===== config.mk =====
export PLATFORM = sky130hd
export DESIGN_NAME = bilbo_reg
export DESIGN_NICKNAME = d
export VERILOG_FILES = /design/src/rtl/bilbo_reg.sv
export SDC_FILE = /design/constraint.sdc
export NUM_CORES = 1
export LEC_CHECK = 0
export ABC_AREA = 1
export BUFFER_PORTS_ARGS = -buffer_cell sky130_fd_sc_hd__buf_2
export CAP_MARGIN = 20
export CORE_ASPECT_RATIO = 0.75
export CORE_MARGIN = 2
export CORE_UTILIZATION = 57
export DETAILED_ROUTE_END_ITERATION = 10
export PLACE_DENSITY = 0.84
export SYNTH_ARGS = -nofsm -noshare
export SYNTH_HDL_FRONTEND = slang
export SYNTH_SLANG_ARGS = --single-unit

===== constraint.sdc =====
create_clock -name clock -period 3.1 [get_ports clock]
set_clock_uncertainty 0.15 [all_clocks]
set_input_delay 0.155 -clock clock [delete_from_list [all_inputs] [get_ports clock]]
set_output_delay 0.155 -clock clock [all_outputs]
set_load 0.01 [all_outputs]

===== src/rtl/bilbo_reg.sv =====
// ---------------------------------------------------------------------------
// bilbo_reg
//
// Built-In Logic Block Observer register with a small session controller.
//
// While IDLE the register behaves as a classic BILBO, selected by {b1,b2}:
//   11 normal  : q <= d
//   00 scan    : q <= {q[WIDTH-2:0], scan_in}
//   10 MISR    : multiple-input signature compression of d into q
//   01 clear   : q <= 0
//
// A start pulse with a non-zero len launches a signature session: the block
// spends exactly len cycles in RUN compressing d into q (MISR mode forced),
// then parks in DONE holding the signature until it is either scanned out
// (b1b2=00, which also returns to IDLE) or a new session is started.
//
// Optional feature: define BILBO_SIG_CMP_EN to build a signature comparator
// that registers (signature == golden) when the session ends. Without the
// macro sig_match is tied low and golden is ignored.
//
// Parameters:
//   WIDTH  register width (>= 2)
//   POLY   WIDTH-bit feedback tap mask, bit i set = q[i] feeds the XOR
//   CNT_W  width of the session length counter
//
// Ports:
//   clock      rising-edge clock
//   rst_l      asynchronous active-low reset (release is synchronised outside)
//   d          parallel functional data / MISR input
//   b1, b2     BILBO mode select
//   scan_in    serial scan input
//   start      single-cycle session launch pulse
//   len        session length in cycles, sampled with start
//   golden     expected signature (comparator build only)
//   q          register contents
//   scan_out   serial scan output, always q[WIDTH-1]
//   busy       high while a session is running
//   done       high while a finished signature is being held
//   sig_match  registered signature compare result
// ---------------------------------------------------------------------------
module bilbo_reg #(
  parameter int                 WIDTH = 8,
  parameter logic [WIDTH-1:0]   POLY  = 8'hB8,
  parameter int                 CNT_W = 8
) (
  input  logic             clock,
  input  logic             rst_l,
  input  logic [WIDTH-1:0] d,
  input  logic             b1,
  input  logic             b2,
  input  logic             scan_in,
  input  logic             start,
  input  logic [CNT_W-1:0] len,
  input  logic [WIDTH-1:0] golden,
  output logic [WIDTH-1:0] q,
  output logic             scan_out,
  output logic             busy,
  output logic             done,
  output logic             sig_match
);

  typedef enum logic [1:0] {
    IDLE = 2'd0,
    RUN  = 2'd1,
    DONE = 2'd2
  } state_e;

  state_e           state_q, state_d;
  logic [WIDTH-1:0] q_q, q_d;
  logic [CNT_W-1:0] cnt_q, cnt_d;

  logic [WIDTH-1:0] shift_val;
  logic [WIDTH-1:0] misr_val;
  logic             feedback;
  logic             launch;

  // Candidate next values for the register, shared by every state.
  // The MISR folds the tapped bits into bit 0 and XORs the shifted register
  // with the parallel data so every input bit influences the signature.
  always_comb begin
    feedback  = ^(q_q & POLY);
    shift_val = {q_q[WIDTH-2:0], scan_in};
    misr_val  = {q_q[WIDTH-2:0] ^ d[WIDTH-1:1], d[0] ^ feedback};
  end

  // A zero-length request would produce an empty session, so it is dropped.
  assign launch = start && (len != '0);

  // Next-state, register and counter logic.
  // The counter holds the number of RUN cycles still to go; the last RUN
  // cycle is the one where it reads 1, so RUN lasts exactly len cycles and
  // len = 2^CNT_W-1 never needs the counter to wrap.
  always_comb begin
    state_d = state_q;
    q_d     = q_q;
    cnt_d   = cnt_q;

    unique case (state_q)
      IDLE: begin
        unique case ({b1, b2})
          2'b11:   q_d = d;
          2'b00:   q_d = shift_val;
          2'b10:   q_d = misr_val;
          default: q_d = '0;
        endcase
        // The mode update above still applies on the launching edge.
        if (launch) begin
          cnt_d   = len;
          state_d = RUN;
        end
      end

      RUN: begin
        q_d   = misr_val;
        cnt_d = cnt_q - 1'b1;
        if (cnt_q == {{(CNT_W-1){1'b0}}, 1'b1}) begin
          state_d = DONE;
        end
      end

      DONE: begin
        // A new session wins over a scan-out request; the signature is left
        // untouched so the next session continues compressing from it.
        if (launch) begin
          cnt_d   = len;
          state_d = RUN;
        end else if ({b1, b2} == 2'b00) begin
          q_d     = shift_val;
          state_d = IDLE;
        end
      end

      default: begin
        state_d = IDLE;
      end
    endcase
  end

  // State, register and counter flops.
  always_ff @(posedge clock or negedge rst_l) begin
    if (!rst_l) begin
      state_q <= IDLE;
      q_q     <= '0;
      cnt_q   <= '0;
    end else begin
      state_q <= state_d;
      q_q     <= q_d;
      cnt_q   <= cnt_d;
    end
  end

  assign q        = q_q;
  assign scan_out = q_q[WIDTH-1];
  assign busy     = (state_q == RUN);
  assign done     = (state_q == DONE);

`ifdef BILBO_SIG_CMP_EN
  logic sig_match_q, sig_match_d;

  // The comparison uses the value q takes on the session's final edge, so
  // the flag becomes valid in the same cycle that done rises. It is kept for
  // as long as the signature is held and dropped when DONE is left.
  always_comb begin
    sig_match_d = sig_match_q;
    if (state_q == RUN && state_d == DONE) begin
      sig_match_d = (q_d == golden);
    end else if (state_d != DONE) begin
      sig_match_d = 1'b0;
    end
  end

  always_ff @(posedge clock or negedge rst_l) begin
    if (!rst_l) begin
      sig_match_q <= 1'b0;
    end else begin
      sig_match_q <= sig_match_d;
    end
  end

  assign sig_match = sig_match_q;
`else
  // Comparator not built: golden is deliberately sunk into a dead net.
  logic unused_golden;
  assign unused_golden = ^golden;
  assign sig_match     = 1'b0;
`endif

endmodule


# Word-level counts from Yosys, hierarchy flattened
# Index checks and enable logic that the tools add are counted.
# classes
add_sub_neg	1
eq_ne	11
muxes	11
bitwise	2
reduce_logical	11
# op_table
cell	n
one-hot mux 8 bit (3 select lines)	2
two-way mux 8 bit	3
one-hot mux 8 bit (2 select lines)	1
equality test 8 x 1 -> 1 bit, second input constant	1
two-way mux 2 bit	4
nonzero test 8 bit	1
XOR reduction 8 bit	1
subtractor 8 x 1 -> 8 bit, second input constant	1
bitwise XOR 7 bit	1
equality test 2 bit, second input constant	3
!= test 2 x 1 -> 1 bit, second input constant	3
one-hot mux 2 bit (3 select lines)	1
AND reduction 3 bit	2
zero test 2 bit	2
!= test 2 bit, second input constant	2
!= test 3 x 1 -> 1 bit, second input constant	1
nonzero test 3 bit	1
equality test 2 x 1 -> 1 bit, second input constant	1
AND reduction 2 bit	1
nonzero test 2 bit	1
OR reduction 2 bit	1
logical AND 1 bit	1
bitwise XOR 1 bit	1
# word_totals
reg_bits	18
input_bits	30
output_inout_bits	12

# Logic depth before layout (Yosys ltp)
# depth
ltp_word	4
ltp_mapped	10

# Worst setup path after synthesis
# No wires, ideal clock.
# synth_path
path_type	register to register
from	register state_q[0]
to	register cnt_q[2]
t_arrival_ps	1436
slack_ps	1389
path_stages_with_launch	9
n_path_buf	0
cell_sequence	dfrtp_1 > inv_1 > ha_1 > nor2_4 > inv_4 > nor2_8 > inv_4 > o211ai_1 > o21ai_2
# synth_between
elab_chain_len	4
# synth_lines
item	line_no	text
start: declaration	68	state_e state_q, state_d;
start signal: assignment	146	state_q <= state_d;
equality test 2 bit (*)	-	
named net done	58	output logic done,
OR reduction 2 bit (no line) (*)	-	
!= test 2 x 1 -> 1 bit (no line) / nonzero test 2 bit (equally long branches)	-	
AND reduction 2 bit (no line)	-	
end signal: assignment	148	cnt_q <= cnt_d;
end: declaration	70	logic [CNT_W-1:0] cnt_q, cnt_d;
# The timed path passes the listed nets; every way through them passes the cells marked *.
# A chain may end at the register's enable or synchronous reset.

# Worst setup path in the final report
# layout_path
from	register state_q[1]
to	register q_q[1], in the netlist q[1]
# layout_between
elab_chain_len	3
# layout_lines
item	line_no	text
equality test 2 bit, or another cell as far along	98	unique case (state_q)
!= test 2 x 1 -> 1 bit (no line), or another cell as far along	-	
AND reduction 3 bit (no line)	-	
end signal: assignment	147	q_q <= q_d;
end: declaration	69	logic [WIDTH-1:0] q_q, q_d;
# Several ways; a longest one is shown, not always the timed one.

==> impl_metrics.env <==
export IMPL_r2r_start="state_q[1]"
export IMPL_clock_buffer_count_from_cts=3
export IMPL_synth_seq_cells=18
export IMPL_power_per_cell_area_nw_per_um2=1090
export IMPL_critPathMaxStageDelay_ps=440
export IMPL_global_route_usage_total=0.249
export IMPL_status="complete, no violations"
export IMPL_gpl_final_weighted_congestion=0.830
export IMPL_synth_cells=231
export IMPL_min_from="len[7]"
export IMPL_power_static_leakage_nw=0.927
export IMPL_final_nets=299
export IMPL_layout_area_seq_um2=450
export IMPL_synthTopCellsByArea="sky130_fd_sc_hd__dfrtp_1, sky130_fd_sc_hd__nand2_1, sky130_fd_sc_hd__o21ai_0"
export IMPL_cts_root_buf="sky130_fd_sc_hd__clkbuf_8"
export IMPL_cts_htree_levels=1
export IMPL_hold_class="in2reg"
export IMPL_hold_violations=0
export IMPL_syn_area_per_cell_um2=6.87
export IMPL_max_clock_path_buffers=2
export IMPL_die_area_um2=3230
export IMPL_grt_max_degree=19
export IMPL_placeableCoreArea_um2=2620
export IMPL_post_cts_resized_instances=0
export IMPL_placement_rows=16
export IMPL_worstSetupStartpointType="flop"
export IMPL_synth_top_cell_by_area="sky130_fd_sc_hd__dfrtp_1"
export IMPL_grt_overflow=0
export IMPL_multiInputGateArea_um2=957
export IMPL_min_path_cells=3
export IMPL_cts_post_setup_buffers_inserted=0
export IMPL_die_height_um=49.7
export IMPL_antenna_found_initial=0
export IMPL_synth_top_cells_by_count="sky130_fd_sc_hd__nand2_1, sky130_fd_sc_hd__inv_1, sky130_fd_sc_hd__o21ai_0"
export IMPL_worstPathMaxFanout=11
export IMPL_cts_hold_buffers=1
export IMPL_totalNegativeSetupSlack_ps=0
export IMPL_clock_sinks=18
export IMPL_cells_traversed_along_the_worst_timing_path="inv_1 -> ha_1 -> inv_1 -> o211ai_1 -> nand2_1 -> o21ai_0 -> nand2_1 -> o21ai_0"
export IMPL_synth_top_cell_area_share=0.284
export IMPL_mappedNetlistNets=267
export IMPL_reg2reg_slack_ps=1090
export IMPL_drc_markers=0
export IMPL_route_vias_total=1581
export IMPL_synth_cell_area_um2=1590
export IMPL_detail_route_wl_per_cell_um=12.5
export IMPL_yosysMostFrequentCell="sky130_fd_sc_hd__nand2_1"
export IMPL_dpl_hpwl_um=2770
export IMPL_dominantRegCellSynth="sky130_fd_sc_hd__dfrtp_1"
export IMPL_drive_gt1_frac=0.229
export IMPL_detail_route_iter0_violations=152
export IMPL_layout_min_cycle_time_ps=2010
export IMPL_ioPinCount=42
export IMPL_cp_startpoint="state_q[1]"
export IMPL_critical_path_required_ps=3120
export IMPL_worstSkewPairLatency_ps=260
export IMPL_grt_setup_unrepaired="no"
export IMPL_holdPathEnd="cnt_q[7]"
export IMPL_dr_pass1_iters=4
export IMPL_antenna_violating_nets_post_route=0
export IMPL_synth_edff_count=0
export IMPL_cts_tree="yes"
export IMPL_route_detailed_vias_per_inst=5.31
export IMPL_first_global_vias=1413
export IMPL_n_diodes=0
export IMPL_grt_first_pass_wirelength_um=6270
export IMPL_clock_fmax_ghz=0.496
export IMPL_clk_pin_slew_worst_paths_ps=70
export IMPL_crit_type="reg2reg"
export IMPL_critical_path_arrival_ps=2030
export IMPL_critical_path_slowest_cell="sky130_fd_sc_hd__ha_1"
export IMPL_final_report_max_slew_violation_count=0
export IMPL_timing_final_setup_violations=0
export IMPL_timing_critical_path_to_type="flop"
export IMPL_nFillCells=246
export IMPL_layout_worst_path_cycle_share=0.650
export IMPL_finish_utilization=0.690
export IMPL_vdd_ir_drop_worst_mv=0.479
export IMPL_r2r_cells=8
export IMPL_crit_reg2reg_capture="q[1]"
export IMPL_cap_violations=0
export IMPL_layout_stage_area_growth_over_the_synthesis_result_pct=13.9
export IMPL_synth_sequential_area_ratio=0.284
export IMPL_floorplan_initialDensity=0.605
export IMPL_yosys_warnings=0
export IMPL_async_reset_ff_frac=1.00
export IMPL_detail_route_wirelength_um=3720
export IMPL_synthDistinctLibCells=31
export IMPL_portBuffers=32
export IMPL_chipWidth_um=64.9
placed cells by master, fill, tap and decap left out:
cell type / instances
sky130_fd_sc_hd__a21boi_0: 1
sky130_fd_sc_hd__a21oi_1: 3
sky130_fd_sc_hd__a22oi_1: 6
sky130_fd_sc_hd__a31oi_1: 1
sky130_fd_sc_hd__buf_2: 32
sky130_fd_sc_hd__clkbuf_8: 4
sky130_fd_sc_hd__conb_1: 1
sky130_fd_sc_hd__dfrtp_1: 18
sky130_fd_sc_hd__dlygate4sd3_1: 1
sky130_fd_sc_hd__ha_1: 6
sky130_fd_sc_hd__inv_1: 28
sky130_fd_sc_hd__inv_2: 2
sky130_fd_sc_hd__inv_4: 3
sky130_fd_sc_hd__nand2_1: 64
sky130_fd_sc_hd__nand2_2: 2
sky130_fd_sc_hd__nand2_8: 1
sky130_fd_sc_hd__nand3_1: 13
sky130_fd_sc_hd__nand3_4: 1
sky130_fd_sc_hd__nand4_1: 1
sky130_fd_sc_hd__nand4_2: 1
sky130_fd_sc_hd__nor2_1: 18
sky130_fd_sc_hd__nor2_2: 2
sky130_fd_sc_hd__nor2_4: 2
sky130_fd_sc_hd__nor2_8: 1
sky130_fd_sc_hd__o211ai_1: 4
sky130_fd_sc_hd__o21a_1: 1
sky130_fd_sc_hd__o21ai_0: 28
sky130_fd_sc_hd__o21ai_1: 1
sky130_fd_sc_hd__o21ai_2: 9
sky130_fd_sc_hd__o22ai_1: 6
sky130_fd_sc_hd__xnor2_1: 1
worst max-delay path by stage:
stage	slack, ps	cells after the start	endpoint
2_1_floorplan	1390	8	cnt_q[2]
3_3_place_gp	1200	8	q[1]
3_5_place_dp	1160	8	q[1]
4_1_cts	1090	8	q[1]
5_1_grt	920	8	q[1]
6_report	1090	8	q[1]
area by class of cell:
cell class,instances,share of cell area
Multi-Input combinational cell,174,0.529
Timing Repair Buffer,33,0.0941
Clock buffer,4,0.0304
Sequential cell,18,0.249
Inverter,33,0.0726
Tap cell,36,0.0249
sequential cells by signal (all words and copies together), names as in the netlist:
| register | cells |
|---|---|
| cnt_q | 8 |
| q | 8 |
| state_q | 2 |
worst max-delay path, delay by kind of cell (launching register included):
| kind | cells | cell delay [ps] |
|---|---|---|
| buffers and inverters | 2 | 330 |
| AOI/OAI and AO/OA | 3 | 460 |
| and+or+nand+nor | 2 | 140 |
| adders and majority gates | 1 | 440 |
| DFF | 1 | 420 |
cells by family (layout without fill, tap and decap cells):
group / Yosys count / count (layout) / share of synthesized area
AO/OA/AOI/OAI: 60 / 60 / 0.235
XOR/XNOR: 1 / 1 / 0.00552
adder cells (fa/ha/maj): 6 / 6 / 0.0473
flip-flops: 18 / 18 / 0.284
buffers and inverters: 39 / 70 / 0.113
AND/OR/NAND/NOR: 106 / 106 / 0.313
other: 1 / 1 / 0.00236
report_power, final:
group,internal (W),leakage [nW],total [W],switching [W]
combinational,0.000463,0.675,0.00128,0.000817
clock,0.000113,0.0288,0.000196,0.0000834
sequential,0.000358,0.223,0.000496,0.000138
total,0.000935,0.927,0.00197,0.00104
metal layers:
| metal | GRT usage | wire, um | vias up |
|---|---|---|---|
| met5 | 0 | 0 | - |
| met4 | 0.0638 | 36 | 0 |
| met3 | 0.0525 | 263 | 4 |
| met2 | 0.359 | 1560 | 53 |
| met1 | 0.374 | 1860 | 706 |
| li1 | - | - | 818 |
stage by stage:
stage	hold WS [ps]	instances	cell area, um^2	total power (W)	setup WS, ps
after floorplan	-291	231	1590	0.00149	1390
after CTS	14.9	298	1810	0.00197	1090
after detailed placement	-32.2	293	1740	0.00176	1160
after global routing	35.5	298	1810	0.00217	919
final	18.1	298	1810	0.00197	1090
after global placement	-29.8	293	1740	0.00173	1200
Power figures use the tool's default switching activity.
